<file path="config.mk">
export PLATFORM = sky130hd
export DESIGN_NAME = cds_sample_capture
export DESIGN_NICKNAME = d
export VERILOG_FILES = /design/src/rtl/cds_sample_capture.sv
export SDC_FILE = /design/constraint.sdc
export NUM_CORES = 1
export LEC_CHECK = 0
export ABC_AREA = 1
export BUFFER_PORTS_ARGS = -buffer_cell sky130_fd_sc_hd__buf_4
export CORE_AREA = 2 2 88 90
export CTS_CLUSTER_DIAMETER = 150
export DETAILED_ROUTE_END_ITERATION = 8
export DIE_AREA = 0 0 90 92
export GPL_ROUTABILITY_DRIVEN = 0
export GPL_TIMING_DRIVEN = 1
export MAX_ROUTING_LAYER = met4
export PLACE_DENSITY = 0.76
export SYNTH_ARGS = -nofsm -noshare
export SYNTH_HDL_FRONTEND = slang
export SYNTH_SLANG_ARGS = --single-unit
</file>
<file path="constraint.sdc">
create_clock -name clk -period 1.5 [get_ports clk]
set_input_delay 0.3 -clock clk [delete_from_list [all_inputs] [get_ports clk]]
set_output_delay 0.3 -clock clk [all_outputs]
set_load 0.01 [all_outputs]
</file>
<file path="src/rtl/cds_sample_capture.sv">
// Correlated double sampling capture.
// A trigger arms the block; the rising edge of cds_strobe captures the
// reset-level ADC sample and the falling edge captures the signal-level
// sample. The signed difference (reset minus signal) goes out through a
// valid/ready register. A new result that arrives while the previous one
// is still blocked is dropped and counted.
module cds_sample_capture #(
  parameter int ADC_W   = 14,
  parameter int TIMEOUT = 4095
) (
  input  logic                    clk,
  input  logic                    reset,
  input  logic                    trigger,
  input  logic                    cds_strobe,
  input  logic [ADC_W-1:0]        adc_data,
  input  logic                    out_ready,
  output logic signed [ADC_W:0]   cds_out,
  output logic                    out_valid,
  output logic                    timeout,
  output logic [7:0]              overrun_count
);

  // The wait counter only has to reach TIMEOUT-1: the abort decision is
  // taken in the cycle that would make it TIMEOUT.
  localparam int CNT_W = (TIMEOUT < 2) ? 1 : $clog2(TIMEOUT);
  localparam logic [CNT_W-1:0] CNT_LAST = CNT_W'(TIMEOUT - 1);

  typedef enum logic [1:0] {
    IDLE     = 2'd0,
    ARMED    = 2'd1,
    WAIT_SIG = 2'd2,
    DONE     = 2'd3
  } state_t;

  state_t                 state;
  logic                   strobe_d;
  logic                   rise;
  logic                   fall;
  logic [ADC_W-1:0]       samp_rst;
  logic [ADC_W-1:0]       samp_sig;
  logic [CNT_W-1:0]       wait_cnt;
  logic                   done;
  logic                   load;
  logic                   drop;

  // Both samples are unsigned, so zero-extend by one bit before the
  // subtraction; the ADC_W+1 bit result then covers the full
  // -(2^ADC_W - 1) .. +(2^ADC_W - 1) range without overflow.
  function automatic logic signed [ADC_W:0] cds_diff(
    input logic [ADC_W-1:0] rst_lvl,
    input logic [ADC_W-1:0] sig_lvl
  );
    logic signed [ADC_W:0] rst_ext;
    logic signed [ADC_W:0] sig_ext;
    rst_ext = $signed({1'b0, rst_lvl});
    sig_ext = $signed({1'b0, sig_lvl});
    return rst_ext - sig_ext;
  endfunction

  // Saturating 8-bit increment: the overrun counter sticks at 255.
  function automatic logic [7:0] sat_inc8(input logic [7:0] val);
    return (val == 8'hFF) ? val : val + 8'd1;
  endfunction

  assign rise = cds_strobe & ~strobe_d;
  assign fall = ~cds_strobe & strobe_d;

  // The DONE cycle hands the captured pair to the output register. If the
  // previous result is still held and not being accepted this cycle, the
  // new one is dropped; otherwise it loads (even on the acceptance cycle).
  assign done = (state == DONE);
  assign load = done & (~out_valid | out_ready);
  assign drop = done & out_valid & ~out_ready;

  // One-cycle delayed copy of the strobe for edge detection.
  always_ff @(posedge clk or negedge reset) begin
    if (!reset) begin
      strobe_d <= 1'b0;
    end else begin
      strobe_d <= cds_strobe;
    end
  end

  // Pixel-cycle sequencer: sample capture, wait timeout and abort handling.
  always_ff @(posedge clk or negedge reset) begin
    if (!reset) begin
      state    <= IDLE;
      samp_rst <= '0;
      samp_sig <= '0;
      wait_cnt <= '0;
      timeout  <= 1'b0;
    end else begin
      timeout <= 1'b0;
      case (state)
        IDLE: begin
          // Strobe edges are meaningless until a pixel cycle starts.
          if (trigger) begin
            state    <= ARMED;
            wait_cnt <= '0;
          end
        end
        ARMED: begin
          // A repeated trigger simply restarts; a stray fall is ignored.
          if (trigger) begin
            state    <= ARMED;
            wait_cnt <= '0;
          end else if (rise) begin
            samp_rst <= adc_data;
            wait_cnt <= '0;
            state    <= WAIT_SIG;
          end
        end
        WAIT_SIG: begin
          // Trigger has priority over a coincident fall.
          if (trigger) begin
            state    <= ARMED;
            wait_cnt <= '0;
          end else if (fall) begin
            samp_sig <= adc_data;
            state    <= DONE;
          end else if (wait_cnt == CNT_LAST) begin
            state    <= IDLE;
            wait_cnt <= '0;
            timeout  <= 1'b1;
          end else begin
            wait_cnt <= wait_cnt + CNT_W'(1);
          end
        end
        DONE: begin
          state <= IDLE;
        end
        default: begin
          state <= IDLE;
        end
      endcase
    end
  end

  // Output register with valid/ready handshake; held steady while stalled.
  always_ff @(posedge clk or negedge reset) begin
    if (!reset) begin
      cds_out   <= '0;
      out_valid <= 1'b0;
    end else begin
      if (load) begin
        cds_out <= cds_diff(samp_rst, samp_sig);
      end
      out_valid <= load | (out_valid & ~out_ready);
    end
  end

  // Count results lost to back-pressure.
  always_ff @(posedge clk or negedge reset) begin
    if (!reset) begin
      overrun_count <= 8'd0;
    end else if (drop) begin
      overrun_count <= sat_inc8(overrun_count);
    end
  end

endmodule

</file>
==> results of run 1 <==
## cells in the final DEF (no fill, tap or decap), types with 2 or more instances in the layout
master | synthesis | routed
clkinv_4 | 0 | 2
nor3_4 | 1 | 2
nand3_2 | 4 | 19
ha_2 | 0 | 2
nand2_4 | 1 | 4
nand4_1 | 8 | 8
ha_4 | 0 | 12
buf_6 | 2 | 9
mux2_2 | 12 | 12
inv_2 | 0 | 14
nand3_4 | 0 | 2
a21oi_2 | 0 | 3
nor2_2 | 2 | 13
nor2_1 | 41 | 26
xor2_1 | 8 | 8
xnor2_1 | 4 | 2
a21oi_1 | 11 | 8
xnor2_2 | 0 | 2
dfrtp_1 | 68 | 67
nand3b_1 | 3 | 3
inv_1 | 74 | 60
nor3_1 | 6 | 4
nand2_1 | 154 | 129
o21ai_1 | 0 | 9
nand3_1 | 35 | 18
o21ai_0 | 29 | 20
clkinvlp_4 | 0 | 2
clkbuf_8 | 0 | 9
buf_12 | 0 | 3
ha_1 | 17 | 3
nor2_4 | 1 | 5
nand2_2 | 1 | 23
buf_4 | 0 | 95
## sequential cells by signal, indices dropped and copies added, names as in the netlist
name	count
cds_out	15
out_valid	1
overrun_count	8
samp_rst	14
samp_sig	14
state	2
strobe_d	1
timeout	1
wait_cnt	12
## layer usage
metal	track usage	up-vias	routed length (um)
met5	-	-	0
met4	0.09872	0	421
met3	0.04848	42	601
met2	0.3878	171	5311
met1	0.3114	1833	4458
li1	-	1774	-
## stage by stage
step	cells	TNS, ns	setup slack, ns	cell area [um^2]
final	712	-1.126	-0.1685	5473
after global routing	712	-3.359	-0.2268	5473
after CTS	701	-0.3670	-0.08265	5117
after detailed placement	671	-0.7315	-0.1148	4634
after global placement	671	-0.3110	-0.06957	4634
after floorplan	492	-0.01062	-0.01062	3869
## logic make-up after synthesis
logic type	after synthesis
xor+xnor	12
buf+inv	83
flops	68
simple gates	258
compound gates	41
fa+ha+maj	18
mux	12
## what timing repair did
item / in CTS / in global routing
resized for setup: 29 / 92
setup buffers: 11 / 14
gates cloned: 2 / 0
hold buffers: 1 / 0
pin swaps: 12 / 47
endpoints found under the setup margin: 16 / 38
hold endpoints to repair: 15 / 0
## layout make-up
class	count	area, um^2	share of cell area
clock buffers	9	123.9	0.02263
inverters	75	284.0	0.05190
repair buffers	110	927.1	0.1694
clock inverters	7	76.32	0.01395
multi-input cells	341	2231	0.4076
flip-flops and latches	68	1703	0.3112
well taps	102	127.6	0.02332
## final timing paths
path	from	endpoint	slack [ns]	cells past startpoint
min reg2reg	cds_out[14]$_DFFE_PN0P_	cds_out[14]$_DFFE_PN0P_	0.49	2
max	samp_rst[0]$_DFFE_PN0P_	cds_out[7]$_DFFE_PN0P_	-0.17	12
max reg2reg	samp_rst[0]$_DFFE_PN0P_	cds_out[7]$_DFFE_PN0P_	-0.17	12
max in group asynchronous	reset	cds_out[14]$_DFFE_PN0P_	0.62	3
min in group asynchronous	reset	wait_cnt[8]$_DFFE_PN0P_	0.33	2
min	cds_strobe	strobe_d$_DFF_PN0_	0.05	1
## power by group
part | total (uW) | leakage [uW] | switching [uW] | internal (uW)
clock network | 1570 | 0.0000958 | 793 | 775
registers | 2930 | 0.000843 | 450 | 2480
logic | 7490 | 0.00183 | 3950 | 3530
==> impl_metrics.json, run 1 <==
{
  "place_hpwl_mm": 6.488,
  "dieHeight_um": 92,
  "grt_pass1_wl_mm": 15.86,
  "dr.pass1.iters": 5,
  "avgSynthCellArea_um2": 7.782,
  "tightest_slew_ns": 0.2534,
  "synthTopCellsByCount": "nand2_1 (154), inv_1 (74), dfrtp_1 (68)",
  "track_usage": 0.2446,
  "routedWlPerCell_um": 15.16,
  "period_share": 1.112,
  "row_count": 32,
  "cts_buffer_depth": 2,
  "syn_nets": 529,
  "critPathMaxStageDelay_ns": 0.36,
  "end_kind": "flip-flop",
  "die_area_um2": 8280,
  "cts_tree": "built",
  "htreeDepth": 3,
  "whs_ns": 0.04515,
  "synthXorXnorAreaFrac": 0.02745,
  "routed_wl_mm": 10.79,
  "worstPathCellList": "inv_1 > ha_2 > buf_4 > buf_4 > inv_2 > nand3_2 > nand3_4 > nand2_2 > nand3_1 > nand2_1 > nand2_1 > o21ai_1",
  "syn_inst": 492,
  "synth.most_common_cell": "nand2_1",
  "crit_family": "simple AND/OR/NAND/NOR gates",
  "fin_nets": 642,
  "async_reset_ff_frac": 1.000,
  "io_pins": 44,
  "finalSetupViolations": 12,
  "grt_max_degree": 35,
  "rsz0062_at_grt": "yes",
  "syn-cell-area_um2": 3829,
  "startpoint_type": "flip-flop",
  "synth_top_family_by_area": "simple AND/OR/NAND/NOR gates",
  "synth_top_area_frac": 0.4444,
  "numPortBuffers": 43,
  "layout-drive-gt1-share": 0.3984,
  "leakage_uw": 0.002765,
  "ys_seq_area_frac": 0.4444,
  "die_x_um": 90,
  "critPathSlowestCell": "dfrtp_1",
  "crit_fanout": 3,
  "ys_top_cells_by_area": "dfrtp_1 (44%), nand2_1 (15%), inv_1 (7.3%)",
  "clock_latency_ns": 0.37,
  "powerDensity_nw_per_um2": 2189,
  "synth_warnings": 0,
  "synth_edf_count": 0,
  "dr.first_iter.drc_count": 290,
  "vias": 3820,
  "core_um2": 7447,
  "fmax_mhz": 599.3,
  "grt_overflow_total": 0,
  "finClkSkew_ns": 0.01773,
  "clock_sinks": 68,
  "arrival_ns": 1.92,
  "start_util": 0.5141,
  "antenna_found_initial": 0,
  "synth_top_flop_cell": "dfrtp_1",
  "worst-path-buf-inv": 4,
  "min_path_type": "primary input to flip-flop",
  "timing.final.ws_setup_ns": -0.1685,
  "min_period_ns": 1.669,
  "ys_ff_latch": 68,
  "clk_pin_slew_ns": 0.08,
  "synth_cell_type_count": 27,
  "violations": "negative setup slack",
  "drc": 0,
  "antenna_cells": 0,
  "synthToLayoutAreaGrowth_pct": 42.94,
  "crit_required_ns": 1.75,
  "postRouteAntennaNets": 0,
  "yosys.area_share.simple": 0.2908,
  "numCtsBuffers": 9,
  "hold_viol": 0,
  "muxShareOfSynthArea": 0.03529,
  "fillers": 504,
  "ir_drop_v": 0.001112,
  "grt_pass1_vias": 3559,
  "post-route-util": 0.7349,
  "viasPerCell": 5.365,
  "synth_top_cell_by_area": "dfrtp_1",
  "path_class": "flip-flop to flip-flop",
  "slew_headroom": 0.8311,
  "max_cap_violations": 0,
  "synth_adder_area_share": 0.06078,
  "drv_slew": 0,
  "cts-root-buf": "clkbuf_8",
  "status": "finished with violations",
  "synth-compound-area-share": 0.05392,
  "power_uw": 11980
}
Power figures use the tool's default switching activity.
==> run 2, diff against run 1 <==
Settings changed: ABC_AREA 1 to 0, CORE_AREA 2 2 88 90 to 2 2 100 78, DIE_AREA 0 0 90 92 to 0 0 102 80, PLACE_DENSITY 0.76 to 0.83.
==> run 2 against run 1 <==
Net effect: the flow finishes with violations (design-rule violations, negative setup slack); non-clock buffer count rose by 10; synthesized area fell by 5.1%; routed wire length rose by 2.7%; maximum frequency fell by 21%; critical path depth fell by 5; largest cell class unchanged; combinational power fell by 54%; sequential cell count did not move; first-iteration DRC count rose by 19%; clock skew fell by 0.0028 ns; utilization fell by 0.25 points; sequential share of layout area rose by 1.4 points.
==> impl_metrics.json, run 2 <==
{
  "placed_cells": 540,
  "leakage_uw": 0.002438,
  "synthXorXnorAreaFrac": 0.04821,
  "min_path_type": "primary input to flip-flop",
  "numPortBuffers": 43,
  "regMostFlops": "cds_out",
  "start_util": 0.5073,
  "period_share": 1.411,
  "final_cell_mix": "buf_4 (103), dfrtp_1 (66), nand2_1 (29), nor2_1 (20), inv_1 (19)",
  "ir_drop_v": 0.0006857,
  "violations": "design-rule violations, negative setup slack",
  "die_x_um": 102,
  "dr.pass1.iters": 8,
  "dr.first_iter.drc_count": 344,
  "place_hpwl_mm": 6.129,
  "crit_required_ns": 1.74,
  "finClkSkew_ns": 0.01493,
  "synthTopCellsByCount": "dfrtp_1 (68), nand2_1 (32), mux2_2 (27)",
  "synth_edf_count": 0,
  "mostFrequentLayoutCell": "buf_4",
  "post-route-util": 0.7324,
  "startpoint_type": "flip-flop",
  "synth_warnings": 0,
  "track_usage": 0.2466,
  "fmax_mhz": 472.4,
  "antenna_cells": 0,
  "min_period_ns": 2.117,
  "grt_overflow_total": 0,
  "synth.most_common_cell": "dfrtp_1",
  "slew_headroom": 0.6808,
  "muxShareOfSynthArea": 0.08368,
  "finalSetupViolations": 33,
  "ys_top_cells_by_area": "dfrtp_1 (47%), mux2_2 (8.4%), ha_1 (5.9%)",
  "instances_no_fill": 574,
  "drv_slew": 0,
  "antenna_found_initial": 0,
  "status": "finished with violations",
  "rsz0062_at_grt": "yes",
  "syn-cell-area_um2": 3633,
  "ys_ff_latch": 68,
  "drc": 1,
  "numCtsBuffers": 9,
  "max_cap_violations": 0,
  "timing.final.ws_setup_ns": -0.6168,
  "synth_top_area_frac": 0.4683,
  "io_pins": 44,
  "setup-tns-final_ns": -5.570,
  "cts_tree": "built",
  "die_area_um2": 8160,
  "clock_latency_ns": 0.36,
  "layout-drive-gt1-share": 0.4567,
  "reg_top3": "cds_out: 15 flops, samp_rst: 14 flops, samp_sig: 14 flops",
  "end_kind": "flip-flop",
  "routed_wl_mm": 11.09,
  "vias": 3482,
  "syn_nets": 387,
  "synth_top_family_by_area": "simple AND/OR/NAND/NOR gates",
  "powerDensity_nw_per_um2": 1398,
  "synth_top_cell_by_area": "dfrtp_1",
  "routedWlPerCell_um": 19.32,
  "cts-root-buf": "clkbuf_8",
  "cts_buffer_depth": 2,
  "wl_met3_um": 898,
  "largest_reg_flops": 15,
  "viasPerCell": 6.066,
  "hold_viol": 0,
  "synth-compound-area-share": 0.1433,
  "fin_nets": 507,
  "synth_cell_type_count": 56,
  "yosys.area_share.simple": 0.1563,
  "async_reset_ff_frac": 1.000,
  "synth_adder_area_share": 0.06405,
  "postRouteAntennaNets": 0,
  "clock_sinks": 68,
  "dr.max_layer_used": "met4",
  "core_um2": 7162,
  "grt_pass1_wl_mm": 15.12,
  "tightest_slew_ns": 0.4737,
  "synthToLayoutAreaGrowth_pct": 44.35,
  "dieHeight_um": 80,
  "path_class": "flip-flop to flip-flop",
  "synth_top_flop_cell": "dfrtp_1",
  "htreeDepth": 3,
  "syn_inst": 350,
  "avgSynthCellArea_um2": 10.38,
  "clk_pin_slew_ns": 0.07,
  "crit_fanout": 4,
  "grt_pass1_vias": 3196,
  "row_count": 27,
  "ys_seq_area_frac": 0.4683,
  "arrival_ns": 2.36,
  "grt_max_degree": 44,
  "wl_met1_mm": 4.525,
  "wl_met2_mm": 5.129
}
-- run 2: cells by family (layout without fill, tap and decap cells) --
logic type | count (synthesis) | after routing
simple gates | 113 | 113
compound gates | 73 | 73
flops | 68 | 68
buf+inv | 31 | 154
mux | 27 | 27
xor+xnor | 20 | 20
fa+ha+maj | 18 | 18
-- run 2: final cells by class --
cell class / instances / area (um^2)
sequential: 68 / 1704
timing repair buffer: 120 / 1026
fill: 453 / 1917
inverter: 20 / 75.07
multi-input combinational: 251 / 2138
clock buffer: 12 / 165.2
tap: 101 / 126.4
clock inverter: 2 / 10.01
-- run 2: metrics by stage --
step / setup slack [ns] / hold WS, ns / area [um^2] / total power (uW)
detailed placement: -0.6986 / 0.2371 / 4591 / 5148
CTS: -0.5959 / 0.08799 / 4900 / 6763
finish: -0.6168 / 0.1156 / 5245 / 7334
global placement: -0.6154 / 0.2303 / 4591 / 5039
global route: -0.6980 / 0.1089 / 5245 / 7634
floorplan: -0.5801 / 0.004409 / 3736 / 3952
-- run 2: worst max-delay path, cell delays in order (launching register included) --
cell       delay, ns
dfrtp_1         0.39
ha_2            0.19
fa_2            0.35
nor2b_2         0.15
o2111ai_2       0.13
and3b_2         0.26
or3_1           0.31
a32o_1          0.23
-- run 2: repair_timing --
action / CTS / global route
endpoints found under the hold margin: 25 / 0
hold buffers: 1 / 0
buffers inserted: 4 / 13
pin swaps: 12 / 23
cloned: 0 / 2
setup endpoints to repair: 30 / 52
resized for setup: 21 / 52
-- run 2: metal layers --
metal  vias to the layer above  GRT usage
li1                       1487          -
met4                         0    0.08267
met5                         -          -
met3                        71    0.07706
met2                       229     0.3901
met1                      1695     0.3017
-- run 2: final timing paths --
check	from	cells past startpoint	slack (ns)	endpoint
max	samp_sig[0]$_DFFE_PN0N_	7	-0.62	cds_out[14]$_DFFE_PN0P_
min	cds_strobe	1	0.12	strobe_d$_DFF_PN0_
max reg2reg	samp_sig[0]$_DFFE_PN0N_	7	-0.62	cds_out[14]$_DFFE_PN0P_
min reg2reg	cds_out[2]$_DFFE_PN0P_	2	0.50	cds_out[2]$_DFFE_PN0P_
max in group asynchronous	reset	3	0.52	state[0]$_DFFE_PN0P_
min in group asynchronous	reset	2	0.41	samp_rst[12]$_DFFE_PN0P_
-- run 2: power breakdown --
part	total, uW	switching, uW	internal [uW]
Clock	1430	714	712
Combinational	3430	1710	1720
Sequential	2480	271	2210
==> run 3, diff against run 2 <==
Settings changed: CTS_BUF_LIST set to sky130_fd_sc_hd__clkbuf_8 sky130_fd_sc_hd__clkbuf_16, RECOVER_POWER set to 25.
==> run 3 against run 2 <==
Net effect: the run ends with negative setup slack left; sequential cell count is the same; die area unchanged; clock power about the same; clock skew shrank 0.00056 ns; power down 0.24%; via count is 0.89% lower; cell count stayed put; critical path depth did not move; maximum frequency about the same; sequential power is essentially flat; combinational power about the same; largest cell class unchanged.
==> impl_metrics.json, run 3 (synthesis results as in run 2) <==
{
  "clk_pin_slew_ns": 0.07,
  "finalSetupViolations": 52,
  "place_hpwl_mm": 6.129,
  "finClkSkew_ns": 0.01437,
  "fin_nets": 507,
  "tightest_slew_ns": 0.7044,
  "powerDensity_nw_per_um2": 1398,
  "timing.final.ws_setup_ns": -0.6155,
  "antenna_cells": 0,
  "slew_headroom": 0.5304,
  "fmax_mhz": 472.7,
  "synthToLayoutAreaGrowth_pct": 44.01,
  "regMostFlops": "cds_out",
  "multi_input_area_um2": 2138,
  "ir_drop_v": 0.0006885,
  "clock_sinks": 68,
  "final_cell_area_um2": 5233,
  "dr.first_iter.drc_count": 431,
  "reg_top3": "cds_out: 15 flops, samp_rst: 14 flops, samp_sig: 14 flops",
  "htreeDepth": 3,
  "dr.pass1.iters": 5,
  "ff_latch_area_um2": 1703,
  "postRouteAntennaNets": 0,
  "cts_tree": "built",
  "min_path_type": "primary input to flip-flop",
  "violations": "negative setup slack",
  "crit_fanout": 4,
  "start_util": 0.5073,
  "max_cap_violations": 0,
  "dieHeight_um": 80,
  "min_period_ns": 2.116,
  "instances_no_fill": 574,
  "grt_max_degree": 44,
  "largest_reg_flops": 15,
  "holdPathStages": 3,
  "clock_latency_ns": 0.36,
  "antenna_found_initial": 0,
  "fillers": 458,
  "track_usage": 0.2466,
  "layout-drive-gt1-share": 0.4524,
  "leakage_uw": 0.002434,
  "cts-root-buf": "clkbuf_8",
  "r2r_end": "cds_out[14]$_DFFE_PN0P_",
  "grt_overflow_total": 0,
  "end_kind": "flip-flop",
  "die_x_um": 102,
  "period_share": 1.410,
  "drv_slew": 0,
  "startpoint_type": "flip-flop",
  "final_cell_mix": "buf_4 (101), dfrtp_1 (67), nand2_1 (29), nor2_1 (20), inv_1 (19)",
  "reg2reg_slack_ns": -0.62,
  "post-route-util": 0.7306,
  "routed_wl_mm": 11.06,
  "whs_ns": 0.1711,
  "cts_buffer_depth": 2,
  "status": "finished with violations",
  "row_count": 27,
  "grt_pass1_wl_mm": 15.12,
  "r2r_cells": 7,
  "grt_pass1_vias": 3196,
  "timing.rr.start": "samp_sig[0]$_DFFE_PN0N_",
  "mostFrequentLayoutCell": "buf_4",
  "routedWlPerCell_um": 19.27,
  "numPortBuffers": 43,
  "hold_viol": 0,
  "path_class": "flip-flop to flip-flop",
  "arrival_ns": 2.36,
  "crit_required_ns": 1.74,
  "io_pins": 44,
  "hold_end": "samp_rst[1]$_DFFE_PN0P_",
  "drc": 0,
  "numCtsBuffers": 9,
  "core_um2": 7162,
  "viasPerCell": 6.012,
  "placed_cells": 540,
  "rsz0062_at_grt": "yes",
  "die_area_um2": 8160,
  "place_area_um2": 4591,
  "vias": 3451,
  "worstHoldStart": "adc_data[1]"
}
==> run 3: changes by cell type in the layout (fill, tap and decap cells not counted) <==
| cell | change |
|---|---|
| clkbuf_2 | +1 |
| clkbuf_1 | +1 |
| dfrtp_2 | -1 |
| buf_8 | +1 |
| buf_12 | -1 |
| buf_4 | -2 |
| dfrtp_1 | +1 |
==> run 3: cell type report <==
| cell class | instances | area share |
|---|---|---|
| Multi-Input combinational cell | 251 | 0.4087 |
| Sequential cell | 68 | 0.3254 |
| Timing Repair Buffer | 120 | 0.1939 |
| Clock buffer | 12 | 0.03156 |
| Tap cell | 101 | 0.02415 |
| Inverter | 20 | 0.01435 |
| Clock inverter | 2 | 0.001913 |
==> run 3: how the worst max path moves through the flow <==
stage,start,to,slack [ns]
after global placement,samp_sig[0]$_DFFE_PN0N_,cds_out[14]$_DFFE_PN0P_,-0.62
final,samp_sig[0]$_DFFE_PN0N_,cds_out[14]$_DFFE_PN0P_,-0.62
after floorplan,samp_sig[0]$_DFFE_PN0N_,cds_out[14]$_DFFE_PN0P_,-0.58
after global routing,samp_sig[0]$_DFFE_PN0N_,cds_out[14]$_DFFE_PN0P_,-0.70
after CTS,samp_sig[0]$_DFFE_PN0N_,cds_out[14]$_DFFE_PN0P_,-0.60
after detailed placement,samp_sig[0]$_DFFE_PN0N_,cds_out[14]$_DFFE_PN0P_,-0.70
==> run 3: layer usage <==
| metal | global-route usage | routed length, um |
|---|---|---|
| met2 | 0.3901 | 5193 |
| met4 | 0.08267 | 480 |
| met5 | - | 0 |
| met1 | 0.3017 | 4517 |
| met3 | 0.07706 | 869 |
==> run 3: per-stage QoR <==
| stage | power (uW) | setup TNS, ns | worst slack, ns |
|---|---|---|---|
| floorplan | 3952 | -2.760 | -0.5801 |
| global placement | 5039 | -4.371 | -0.6154 |
| detailed placement | 5148 | -5.038 | -0.6986 |
| CTS | 6763 | -4.328 | -0.5959 |
| global route | 7630 | -9.167 | -0.6980 |
| finish | 7316 | -7.057 | -0.6155 |
==> run 3: repair_timing <==
action,CTS,global route
cloned,0,2
endpoints found under the setup margin,30,52
resized for setup,21,52
endpoints found under the hold margin,25,0
buffers inserted,4,13
hold buffers,1,0
pin swaps,12,23
==> run 3: where the power goes <==
part / internal, uW / total [uW] / switching [uW]
registers: 2210 / 2480 / 268
logic: 1710 / 3410 / 1700
clock network: 712 / 1420 / 712
total: 4640 / 7320 / 2680
==> run 3: worst max-delay path: stages, from the launching register on <==
cell       delay [ns]
dfrtp_1          0.39
ha_2             0.19
fa_2             0.35
nor2b_2          0.15
o2111ai_2        0.13
and3b_2          0.26
or3_1            0.31
a32o_1           0.23
